`src/rtl/mul6u_err_pkg.sv`:
```
// Shared types and widths for the approximate-multiplier error accumulator.
// The worst-case tracker in mul6u_err_acc is enabled by MUL6U_ERR_ACC_WCE_EN.
package mul6u_err_pkg;

    localparam int OP_W   = 6;
    localparam int PROD_W = 12;
    localparam int CNT_W  = 14;

    typedef enum logic [1:0] {
        ST_IDLE  = 2'd0,
        ST_ACCUM = 2'd1,
        ST_DRAIN = 2'd2,
        ST_DONE  = 2'd3
    } state_t;

    function automatic logic [PROD_W-1:0] abs_diff(
        input logic [PROD_W-1:0] x,
        input logic [PROD_W-1:0] y
    );
        return (x >= y) ? (x - y) : (y - x);
    endfunction

endpackage

```
`src/rtl/mul6u_exact.sv`:
```
// Exact 6x6 unsigned reference product, purely combinational.
module mul6u_exact
    import mul6u_err_pkg::*;
(
    input  logic [OP_W-1:0]   a,
    input  logic [OP_W-1:0]   b,
    output logic [PROD_W-1:0] p
);

    assign p = PROD_W'(a) * PROD_W'(b);

endmodule

```
`src/rtl/mul6u_err_acc.sv`:
```
// Frame-based error accumulator comparing an approximate 6x6 multiplier with the exact product.
// Optional worst-case error tracking is built only when MUL6U_ERR_ACC_WCE_EN is defined.
module mul6u_err_acc
    import mul6u_err_pkg::*;
#(
    parameter int N_SAMPLES = 4096,
    parameter int SUM_W     = 24
) (
    input  logic              clk,
    input  logic              rst_n,
    input  logic              start,
    input  logic              abort,
    input  logic              in_valid,
    output logic              in_ready,
    input  logic [OP_W-1:0]   a,
    input  logic [OP_W-1:0]   b,
    input  logic [PROD_W-1:0] approx_p,
    output logic              busy,
    output logic              done,
    output logic [SUM_W-1:0]  err_sum,
    output logic [CNT_W-1:0]  err_cnt,
    output logic [PROD_W-1:0] wce,
    output logic [OP_W-1:0]   wce_a,
    output logic [OP_W-1:0]   wce_b
);

    localparam logic [CNT_W-1:0] LAST_IDX = CNT_W'(N_SAMPLES - 1);

    state_t             state_r;
    logic [CNT_W-1:0]   sample_cnt_r;
    logic               s1_valid_r;
    logic [PROD_W-1:0]  s1_err_r;
    logic [PROD_W-1:0]  exact_p_s;
    logic [PROD_W-1:0]  err_s;
    logic               accept_s;
    logic               start_clr_s;
    logic [SUM_W:0]     sum_ext_s;
    logic [SUM_W-1:0]   sum_sat_s;

    mul6u_exact u_exact (
        .a (a),
        .b (b),
        .p (exact_p_s)
    );

    // Error term, acceptance and saturating sum are all derived combinationally.
    always_comb begin
        err_s       = abs_diff(exact_p_s, approx_p);
        accept_s    = in_valid & in_ready;
        start_clr_s = start & ((state_r == ST_IDLE) | (state_r == ST_DONE));
        sum_ext_s   = {1'b0, err_sum} + (SUM_W + 1)'(s1_err_r);
        if (sum_ext_s[SUM_W]) begin
            sum_sat_s = {SUM_W{1'b1}};
        end else begin
            sum_sat_s = sum_ext_s[SUM_W-1:0];
        end
    end

    // Frame control FSM with registered handshake/status outputs.
    always_ff @(posedge clk or negedge rst_n) begin
        if (!rst_n) begin
            state_r      <= ST_IDLE;
            in_ready     <= 1'b0;
            busy         <= 1'b0;
            done         <= 1'b0;
            sample_cnt_r <= {CNT_W{1'b0}};
        end else if (abort) begin
            state_r  <= ST_IDLE;
            in_ready <= 1'b0;
            busy     <= 1'b0;
            done     <= 1'b0;
        end else begin
            case (state_r)
                ST_IDLE, ST_DONE: begin
                    if (start) begin
                        state_r      <= ST_ACCUM;
                        in_ready     <= 1'b1;
                        busy         <= 1'b1;
                        done         <= 1'b0;
                        sample_cnt_r <= {CNT_W{1'b0}};
                    end
                end
                ST_ACCUM: begin
                    if (accept_s) begin
                        if (sample_cnt_r == LAST_IDX) begin
                            state_r  <= ST_DRAIN;
                            in_ready <= 1'b0;
                        end else begin
                            sample_cnt_r <= sample_cnt_r + CNT_W'(1);
                        end
                    end
                end
                ST_DRAIN: begin
                    // Stage 2 consumes the last sample in the same cycle stage 1 empties.
                    if (!s1_valid_r) begin
                        state_r <= ST_DONE;
                        busy    <= 1'b0;
                        done    <= 1'b1;
                    end
                end
                default: begin
                    state_r  <= ST_IDLE;
                    in_ready <= 1'b0;
                    busy     <= 1'b0;
                    done     <= 1'b0;
                end
            endcase
        end
    end

    // Stage 1: register the absolute error of each accepted sample.
    always_ff @(posedge clk or negedge rst_n) begin
        if (!rst_n) begin
            s1_valid_r <= 1'b0;
            s1_err_r   <= {PROD_W{1'b0}};
        end else if (abort) begin
            s1_valid_r <= 1'b0;
        end else begin
            s1_valid_r <= accept_s;
            if (accept_s) begin
                s1_err_r <= err_s;
            end
        end
    end

    // Stage 2: saturating error sum and nonzero-error count.
    always_ff @(posedge clk or negedge rst_n) begin
        if (!rst_n) begin
            err_sum <= {SUM_W{1'b0}};
            err_cnt <= {CNT_W{1'b0}};
        end else if (!abort) begin
            if (start_clr_s) begin
                err_sum <= {SUM_W{1'b0}};
                err_cnt <= {CNT_W{1'b0}};
            end else if (s1_valid_r) begin
                err_sum <= sum_sat_s;
                if (s1_err_r != {PROD_W{1'b0}}) begin
                    err_cnt <= err_cnt + CNT_W'(1);
                end
            end
        end
    end

`ifdef MUL6U_ERR_ACC_WCE_EN
    logic [OP_W-1:0] s1_a_r;
    logic [OP_W-1:0] s1_b_r;

    // Operands travel alongside the stage-1 error so the worst case can name them.
    always_ff @(posedge clk or negedge rst_n) begin
        if (!rst_n) begin
            s1_a_r <= {OP_W{1'b0}};
            s1_b_r <= {OP_W{1'b0}};
        end else if (accept_s && !abort) begin
            s1_a_r <= a;
            s1_b_r <= b;
        end
    end

    // Strict comparison keeps the first occurrence of a tied worst case.
    always_ff @(posedge clk or negedge rst_n) begin
        if (!rst_n) begin
            wce   <= {PROD_W{1'b0}};
            wce_a <= {OP_W{1'b0}};
            wce_b <= {OP_W{1'b0}};
        end else if (!abort) begin
            if (start_clr_s) begin
                wce   <= {PROD_W{1'b0}};
                wce_a <= {OP_W{1'b0}};
                wce_b <= {OP_W{1'b0}};
            end else if (s1_valid_r && (s1_err_r > wce)) begin
                wce   <= s1_err_r;
                wce_a <= s1_a_r;
                wce_b <= s1_b_r;
            end
        end
    end
`else
    assign wce   = {PROD_W{1'b0}};
    assign wce_a = {OP_W{1'b0}};
    assign wce_b = {OP_W{1'b0}};
`endif

endmodule
```
`config.mk`:
```
export PLATFORM = sky130hd
export DESIGN_NAME = mul6u_err_acc
export DESIGN_NICKNAME = d
export VERILOG_FILES = /design/src/rtl/mul6u_err_pkg.sv /design/src/rtl/mul6u_exact.sv /design/src/rtl/mul6u_err_acc.sv
export SDC_FILE = /design/constraint.sdc
export NUM_CORES = 1
export LEC_CHECK = 0
export CORE_MARGIN = 4
export CORE_UTILIZATION = 40
export DETAILED_ROUTE_END_ITERATION = 12
export GPL_TIMING_DRIVEN = 0
export PLACE_DENSITY_LB_ADDON = 0.2
export RECOVER_POWER = 100
export SETUP_SLACK_MARGIN = 0.5
export SLEW_MARGIN = 20
export SYNTH_ARGS = -nofsm -noshare
export SYNTH_HDL_FRONTEND = slang
export SYNTH_HIERARCHICAL = 1
export SYNTH_SLANG_ARGS = --single-unit
```
`constraint.sdc`:
```
create_clock -name clk -period 3.4 [get_ports clk]
set_input_delay 0.51 -clock clk [delete_from_list [all_inputs] [get_ports clk]]
set_output_delay 0.51 -clock clk [all_outputs]
set_load 0.05 [all_outputs]
```
==> impl_metrics.yaml <==
clocking:
  cts_max_level: 3
  clock-sinks: 70
  clk_latency_ns: 0.34
  cts_inserted_buffers: 9
  clockBufferDepth: 2
  cts-root-buf: "clkbuf_16"
  clk_pin_slew_ns: 0.06
  tritoncts: "yes"
logic_synthesis:
  ys_seq_elements: 70
  synth_ff_type: "dfrtp_1"
  synth_edf_count: 0
  ys_seq_area_share_pct: 27.5
  syn_area_per_cell_um2: 8.69
  synthTopCellsByCount: "70 x dfrtp_1, 70 x nand2_1, 62 x inv_1"
  synth_cell_types: 73
  netlist_top_cells_area: "dfrtp_1 27%, ha_1 12%, fa_1 6.3%"
  async_flop_share_pct: 100
  yosysTopAreaCell: "dfrtp_1"
  yosys.area.top_type_share_pct: 27.5
  synthesis.area_mm2: 0.00638
  yosysWarningCount: 6
  syn_inst: 734
final_layout:
  antennaDiodeCount: 0
  final_cell_area_mm2: 0.00812
  area_growth_pct: 27.2
  drive_gt1_share_pct: 17.0
  fin_util_pct: 52.6
  finalNetCount: 968
sta:
  fmax_mhz: 211
  rsz0062_at_grt: "yes"
  fin_setup_tns_ns: -14.01
  max_slew.worst_pin.slew_ns: 1.62
  setup_violations: 11
  fin_crit_ns: 4.74
  max_slew_margin_pct: -7.91
  min_period_over_period_pct: 139
  finalWorstSetupSlack_ns: -1.34
  hold_violations: 0
  clock_skew_ns: 0.00720
  final-max-slew-violation-count: 33
setup_path:
  path_class: "in -> reg"
  critPathTopFamily: "adder cells"
  cp_max_fo: 5
  critPathMaxStageDelay_ns: 0.54
  worst_ep_arrival_time_ns: 4.98
  crit_required_ns: 3.64
  cp_common_cell: "fa_1"
  crit_path_cell_trace: "buf_8 > and2_4 > fa_1 > inv_2 > fa_1 > fa_1 > inv_2 > ha_4 > o21ai_4 > nor3_4 > nor4b_2 > a211o_1 > ha_4 > and3_4 > o2111ai_4 > a31o_4 > mux2_4 > o31a_1 > o31ai_1"
  worstSetupStartpointType: "input port"
  critPathBufInv: 3
  r2r_start: "state_r[0]"
  endpoint_kind: "flop"
  cp-startpoint: "a[4]"
  cp_slowest_cell: "fa_1"
floorplan:
  rows: 45
  die_height_um: 134
  initial_core_util_pct: 41.4
  io_pins: 94
  core-area_mm2: 0.0154
  die_x_um: 134
  die_area_mm2: 0.0180
power:
  leakage_uw: 0.00394
  switching_share_pct: 46.5
  p_seq_share_pct: 20.1
  p_int_uw: 3230
  clkPwrFrac_pct: 13.8
  power_density_mw_per_mm2: 745
  irDropWorstVdd_mv: 0.315
  power_frac_comb_pct: 66.1
  switchingPower_uw: 2810
hold_path:
  worstHoldStart: "s1_err_r[9]"
  hp-class: "reg -> reg"
routing:
  drt-wirelength-per-cell_um: 14.3
  vias: 5533
  drt-pass1-iter-count: 5
  finalWirelength_um: 15400
  drt_iter0_markers: 223
  vias_per_cell: 5.15
  drc: 0
  detail-route-antenna-nets: 0
grt:
  grt_pass1_wl_um: 26200
  antenna_found_initial: 0
  grt_max_degree: 40
  track_usage_pct: 17.3
  overflow: 0
  grt_pass1_vias: 5589
placed_design:
  hpwlAfterDp_um: 12000
  gp_congestion: 0.881
  port_buffers: 69
  place_area_mm2: 0.00757
job:
  maxCapViolCount: 1
outcome:
  status: "finished, violations left"
  violations: "capacitance limit, slew limit, setup timing"
[area by class of cell]
| type | instances | area [µm²] |
|---|---|---|
| plain buffers | 44 | 303 |
| clock buffers | 11 | 233 |
| clock inverters | 4 | 25.0 |
| fillers | 1442 | 7310 |
| inverters | 62 | 235 |
| multi-input cells | 581 | 4430 |
| flip-flops and latches | 70 | 1750 |
| well taps | 211 | 264 |
| repair buffers | 92 | 875 |
[cell families after synthesis]
group | synth area share (%)
AO/OA/AOI/OAI | 19.6
adder cells (fa/ha/maj) | 17.8
flip-flops | 27.5
buffers and inverters | 8.12
XOR/XNOR | 5.49
AND/OR/NAND/NOR | 18.5
other | 0.0588
multiplexers | 2.98
[stage by stage]
stage	hold slack [ns]	power [µW]	setup WS, ns	cells
floorplan	0.214	4040	-1.40	757
global placement	0.507	4800	-2.22	1037
detailed placement	0.479	4890	-2.28	1038
CTS	0.114	6020	-1.41	1071
global route	0.555	6540	-1.49	1075
finish	0.515	6050	-1.34	1075
[registers in the layout, indices dropped and copies added (netlist names)]
register and count:
done 1, busy 1, s1_err_r 12, state_r 2, err_sum 24, err_cnt 14
in_ready 1, s1_valid_r 1, sample_cnt_r 14
[placed cells by master, fill, tap and decap left out, drive strengths merged, types with 5 or more instances in the layout]
| master | n |
|---|---|
| nand2 | 72 |
| dfrtp | 70 |
| buf | 65 |
| inv | 62 |
| o21ai | 61 |
| ha | 59 |
| nor2 | 48 |
| a21oi | 46 |
| dlygate4sd3 | 42 |
| and2 | 31 |
| clkbuf | 26 |
| conb | 24 |
| xor2 | 21 |
| fa | 20 |
| nand3 | 19 |
| xnor2 | 19 |
| a21o | 15 |
| clkdlybuf4s50 | 14 |
| and3 | 13 |
| mux2i | 13 |
| nor3 | 10 |
| o21bai | 9 |
| a211oi | 8 |
| nor2b | 8 |
| nand4 | 6 |
| or3 | 6 |
| a311oi | 6 |
| nand2b | 6 |
| a31oi | 5 |
| nor4 | 5 |
| mux2 | 5 |
[power by group through the flow]
stage                     combinational (µW)  sequential, µW  clock, µW
after floorplan                         2500            1540          0
after global placement                  3570            1230          0
after detailed placement                3650            1240          0
after CTS                               3930            1230        856
after global routing                    4390            1250        892
final                                   4000            1220        835
[final timing paths]
kind                                    to  cells past startpoint  slack, ns
setup / recovery               s1_err_r[6]                     19      -1.34
hold / removal                 s1_err_r[9]                      2       0.51
setup reg to reg               err_cnt[12]                      9       0.05
hold reg to reg                s1_err_r[9]                      2       0.51
max in group asynchronous      err_sum[21]                      2       1.10
min in group asynchronous  sample_cnt_r[3]                      1       0.57
[per-layer routing]
metal | GRT usage, % | wire length (µm) | part of all wire, % | vias up
li1 | - | - | - | 2758
met1 | 20.9 | 6590 | 43 | 2623
met2 | 31.1 | 7820 | 51 | 132
met3 | 3.23 | 705 | 4.6 | 20
met4 | 5.60 | 240 | 1.6 | 0
met5 | 0 | 0 | 0 | -
[timing repair]
item | 4_1_cts | 5_1_grt
gates cloned | 0 | 0
setup endpoints to repair | 11 | 12
buffers inserted | 18 | 4
resized for setup | 96 | 18
pin swaps | 39 | 17
hold buffers | 0 | 0
[tightest hold or removal path, cell delays in order (launching register included)]
cell     delay [ns]
dfrtp_1        0.36
nand2_1        0.05
o21ai_0        0.06
(Power assumes the default switching activity.)
